==> config.mk <==
export PLATFORM = sky130hd
export DESIGN_NAME = spi_receiver
export DESIGN_NICKNAME = d
export VERILOG_FILES = /design/src/rtl/spi_receiver.sv
export SDC_FILE = /design/constraint.sdc
export NUM_CORES = 1
export LEC_CHECK = 0
export ABC_CLOCK_PERIOD_IN_PS = 1200
export CAP_MARGIN = 40
export CELL_PAD_IN_SITES_DETAIL_PLACEMENT = 0
export CELL_PAD_IN_SITES_GLOBAL_PLACEMENT = 1
export CORE_AREA = 2 2 62 64
export CTS_CLUSTER_DIAMETER = 80
export CTS_CLUSTER_SIZE = 20
export DETAILED_ROUTE_END_ITERATION = 12
export DIE_AREA = 0 0 64 66
export PLACE_DENSITY = 0.77
export SLEW_MARGIN = 20
export SYNTH_ARGS = -nofsm -noshare
export SYNTH_HDL_FRONTEND = slang
export SYNTH_SLANG_ARGS = --single-unit
==> constraint.sdc <==
create_clock -name clk -period 1.2 [get_ports clk]
set_clock_uncertainty 0.1 [all_clocks]
set_input_delay 0.24 -clock clk [delete_from_list [all_inputs] [get_ports clk]]
set_output_delay 0.24 -clock clk [all_outputs]
set_load 0.05 [all_outputs]
==> src/rtl/spi_receiver.sv <==
// SPI slave receiver: synchronizes sck/cs_n/mosi into clk, shifts words in on the
// selected sck edge and hands them out on a valid/ready interface.
module spi_receiver #(
    parameter int p_data_width = 8,
    parameter int p_cpol       = 0,
    parameter int p_cpha       = 0,
    parameter int p_msb_first  = 1
) (
    input  logic                    clk,
    input  logic                    s_rst_n,
    input  logic                    sck,
    input  logic                    cs_n,
    input  logic                    mosi,
    output logic [p_data_width-1:0] data,
    output logic                    valid,
    input  logic                    ready,
    output logic                    overrun,
    output logic                    frame_err,
    output logic                    busy
);

    // state    | meaning
    // ST_IDLE  | waiting for a synchronized cs_n falling edge
    // ST_SHIFT | frame open, shifting mosi on each sampling edge
    typedef enum logic {ST_IDLE, ST_SHIFT} state_t;

    localparam int CW = (p_data_width > 2) ? $clog2(p_data_width) : 1;
    localparam logic [CW-1:0] LAST = CW'(p_data_width - 1);
    localparam logic CPOL_B = 1'(p_cpol);
    localparam bit SAMPLE_RISE = ((p_cpol ^ p_cpha) & 1) == 0;
    localparam bit MSB_FIRST = (p_msb_first != 0);

    logic [2:0] sck_q;
    logic [2:0] cs_q;
    logic [1:0] mosi_q;

    state_t                  state_q;
    logic [CW-1:0]           cnt_q;
    logic [p_data_width-1:0] shift_q;
    logic [p_data_width-1:0] data_q;
    logic                    done_q;
    logic                    valid_q;
    logic                    overrun_q;
    logic                    frame_err_q;
    logic [1:0]              settle_q;
    logic                    armed_q;

    logic                    sample_d;
    logic                    cs_fall_d;
    logic                    cs_rise_d;
    logic [p_data_width-1:0] shift_d;
    logic                    partial_d;

    always_ff @(posedge clk) begin
        if (!s_rst_n) begin
            sck_q  <= {3{CPOL_B}};
            cs_q   <= 3'b111;
            mosi_q <= 2'b00;
        end else begin
            sck_q  <= {sck_q[1:0], sck};
            cs_q   <= {cs_q[1:0], cs_n};
            mosi_q <= {mosi_q[0], mosi};
        end
    end

    always_comb begin
        sample_d  = SAMPLE_RISE ? (sck_q[1] & ~sck_q[2]) : (~sck_q[1] & sck_q[2]);
        cs_fall_d = ~cs_q[1] & cs_q[2];
        cs_rise_d = cs_q[1] & ~cs_q[2];
        if (MSB_FIRST) shift_d = {shift_q[p_data_width-2:0], mosi_q[1]};
        else           shift_d = {mosi_q[1], shift_q[p_data_width-1:1]};
        partial_d = sample_d ? (cnt_q != LAST) : (cnt_q != '0);
    end

    always_ff @(posedge clk) begin
        if (!s_rst_n) begin
            state_q     <= ST_IDLE;
            cnt_q       <= '0;
            shift_q     <= '0;
            data_q      <= '0;
            done_q      <= 1'b0;
            valid_q     <= 1'b0;
            overrun_q   <= 1'b0;
            frame_err_q <= 1'b0;
            settle_q    <= 2'd0;
            armed_q     <= 1'b0;
        end else begin
            overrun_q   <= 1'b0;
            frame_err_q <= 1'b0;
            done_q      <= 1'b0;
            if (settle_q != 2'd3) settle_q <= settle_q + 2'd1;
            // Only arm once the synchronizers hold real cs_n and it has been seen high,
            // so a frame already in progress at reset release is ignored.
            if (settle_q == 2'd3 && cs_q[2]) armed_q <= 1'b1;

            case (state_q)
                ST_IDLE: begin
                    if (cs_fall_d && armed_q) begin
                        state_q <= ST_SHIFT;
                        cnt_q   <= '0;
                        shift_q <= '0;
                    end
                end
                ST_SHIFT: begin
                    if (sample_d) begin
                        shift_q <= shift_d;
                        if (cnt_q == LAST) begin
                            cnt_q  <= '0;
                            done_q <= 1'b1;
                        end else begin
                            cnt_q <= cnt_q + CW'(1);
                        end
                    end
                    if (cs_rise_d) begin
                        state_q <= ST_IDLE;
                        cnt_q   <= '0;
                        if (partial_d) frame_err_q <= 1'b1;
                    end
                end
                default: state_q <= ST_IDLE;
            endcase

            // Completed word is handed over one clk after it lands in shift_q.
            if (done_q) begin
                if (!valid_q || ready) begin
                    data_q  <= shift_q;
                    valid_q <= 1'b1;
                end else begin
                    overrun_q <= 1'b1;
                end
            end else if (valid_q && ready) begin
                valid_q <= 1'b0;
            end
        end
    end

    assign data      = data_q;
    assign valid     = valid_q;
    assign overrun   = overrun_q;
    assign frame_err = frame_err_q;
    assign busy      = (state_q == ST_SHIFT);

endmodule
==> results_dict.tcl <==
set metrics [dict create \
    run_status "finished with violations" \
    failed_checks "negative setup slack" \
    synth_nets 132 \
    instances_no_fill 201 \
    routed_wl_um 2398 \
    grt_first_pass_wirelength_um 4174 \
    period_needed_ns 1.265 \
    finalSetupViolations 3 \
    yosys.area.top_type "dfxtp_1" \
    numPortBuffers 17 \
    coreArea_sq_um 3551 \
    dp_hpwl_um 1815 \
    via_count 965 \
    async_flop_share_pct 0 \
    ys_types 25 \
    synth_cells 122 \
    clkSinkCount 35 \
    seq_area_frac_synth_pct 54.85 \
    worst_pin_slew_ns 0.2289 \
    num_rows 22 \
    p_sw_uw 460.3 \
    ir_drop_v 0.0006222 \
    start_kind "flop" \
    switching_share_pct 23.75 \
    power_frac_comb_pct 6.2 \
    grt_antenna_before_repair 0 \
    final_layout_size_suffix_gt1_share_pct 36.60 \
    syn_to_final_growth_pct 42.51 \
    arrival_ns 1.43 \
    yosys.area.top_type_share_pct 54.85 \
    avgSynthCellArea_sq_um 10.47 \
    fin_nets 162 \
    clk_pin_slew_worst_paths_ns 0.10 \
    ys_seq_elements 35 \
    synth_ff_type "dfxtp_1" \
    max_cap_violations 0 \
    clock_latency_ns 0.34 \
    hold_buffers 0 \
    fin_setup_tns_ns -0.09545 \
    synthTopCellsByArea "dfxtp_1 55%, a22o_1 5.5%, nand3_1 5.5%" \
    crit_slowest_cell "dfxtp_4" \
    synthMostInstantiatedCell "dfxtp_1" \
    cpPeakStageDelay_ns 0.39 \
    clock_tree.buffer_depth 2 \
    synth_edf_count 0 \
    power_density_nw_per_um2 1065 \
    start_util_pct 35.98 \
    hold_class "reg2reg" \
    fp.dieArea_sq_um 4224 \
    p_seq_share_pct 62.1 \
    grt_max_degree 13 \
    crit_family "flip-flops" \
    die_x_um 64 \
    hold_violations 0 \
    drc 0 \
    grtUsageTotal_pct 12.96 \
    cts_tree "done" \
    grt_pass1_vias 943 \
    holdWs_ns 0.3322 \
    routabilityCongestion 0.8154 \
    yosys_warnings 0 \
    leakagePower_uw 0.0006652 \
    cts_max_level 2 \
    relSlewSlack_pct 84.72 \
    rsz0062_at_grt "yes" \
    cts-root-buf "clkbuf_4" \
    ant_nets 0 \
    period_share_pct 105.4 \
    wl_per_cell_um 11.93 \
    crit_chain "inv_2 -> ha_2 -> nor2b_1 -> mux2_4 -> nor4_4" \
    critical_path_class "reg2reg" \
    cp_data_required_time_ns 1.36 \
    syn_area_sq_um 1277 \
    dp.cells 193 \
    cts_made_buffers 5 \
    fp.dieH_um 66 \
    drt_iter0_drc 33 \
    slew_violations 0 \
    avgViaCountPerCell 4.801 \
    crit_fanout 3 \
    ios 18 \
    dr.pass1.iters 4 \
    pwr-share-clk_pct 31.6 \
    cp-end-kind "flop" \
    post-route-worst-setup-slack_ns -0.06538 \
    p_int_uw 1478 \
    worstPathBufferInverterCount 1 \
    fmax_ghz 0.7903 \
    synth_top_cells_by_count "35 x dfxtp_1, 14 x nand3_1, 12 x a21oi_1, 11 x o21ai_0, 8 x a22o_1" \
    overflow 0 \
    diodes 0 \
]
-- registers in the layout, indices dropped and copies added, names as in the netlist --
register   count
data           8
shift_q        8
cnt_q          3
cs_q           3
sck_q          3
mosi_q         2
settle_q       2
armed_q        1
busy           1
done_q         1
frame_err      1
overrun        1
valid          1
-- final timing paths --
check | from | slack (ns) | end | depth (start not counted)
setup / recovery | cnt_q[1] | -0.07 | frame_err | 5
setup reg to reg | cnt_q[1] | -0.07 | frame_err | 5
hold reg to reg | cs_q[0] | 0.33 | cs_q[1] | 1
hold / removal | cs_q[0] | 0.33 | cs_q[1] | 1
-- final cells by class --
type	instances	area (sq um)
fill	320	1730
sequential	35	726.9
multi-input combinational	77	588.1
timing repair buffer	28	376.6
tap	48	60.06
clock buffer	7	45.04
inverter	5	18.77
clock inverter	1	5.005
-- worst reg2reg max path, delay by kind of cell, from the launching register on --
kind | cells | cell delay [ns]
flip-flops | 1 | 0.39
multiplexers | 1 | 0.27
AND/OR/NAND/NOR | 2 | 0.23
adder cells (fa/ha/maj) | 1 | 0.15
buffers and inverters | 1 | 0.04
-- cells in the final DEF (no fill, tap or decap), types with 2 or more instances in the layout --
cell             instances
clkbuf_1                 2
a21oi_1                 11
a22o_1                   8
and2_1                   6
buf_12                  12
clkdlybuf4s50_1          5
clkbuf_4                 5
dfxtp_2                  9
dfxtp_1                 22
buf_4                   10
dfxtp_4                  4
nand3_1                 14
nand2b_1                 5
inv_1                    2
o21ai_0                 10
ha_4                     2
nor2_1                   3
inv_2                    3
-- repair_timing --
item | 4_1_cts | 5_1_grt
pin swaps | 6 | 3
cloned | 0 | 0
endpoints found under the setup margin | 21 | 27
resized for setup | 13 | 6
setup buffers | 0 | 0
-- logic make-up (layout without fill, tap and decap cells) --
group	count (synthesis)	in the layout	synth area share (%)
buf+inv	10	41	3.429
compound gates	32	32	15.87
xor+xnor	1	1	0.6857
fa+ha+maj	4	4	3.918
simple gates	38	38	19.29
flops	35	35	54.85
mux	2	2	1.959
-- power groups by stage --
stage	Combinational, uW	Sequential [uW]	Clock [uW]
after global routing	138	1210	680
final	121	1200	613
after CTS	119	1210	638
after detailed placement	118	1240	0
after floorplan	73.6	1230	0
after global placement	114	1230	0
-- routing by layer --
layer / vias up / global-route usage, % / part of all wire [%]
li1: 487 / - / -
met1: 450 / 13.88 / 44
met2: 26 / 21.88 / 49
met3: 2 / 6.474 / 5.8
met4: 0 / 4.891 / 1.1
met5: - / 0 / 0
-- per-stage QoR --
stage	cell area [sq um]	setup slack (ns)	power [uW]	util [%]
2_1_floorplan	1318	-0.02870	1306	-
3_3_place_gp	1725	-0.2564	1348	48.59
3_5_place_dp	1725	-0.2829	1354	48.59
4_1_cts	1793	-0.08225	1965	50.49
5_1_grt	1821	-0.1360	2026	51.27
6_report	1821	-0.06538	1938	51.27
(Power assumes the default switching activity.)
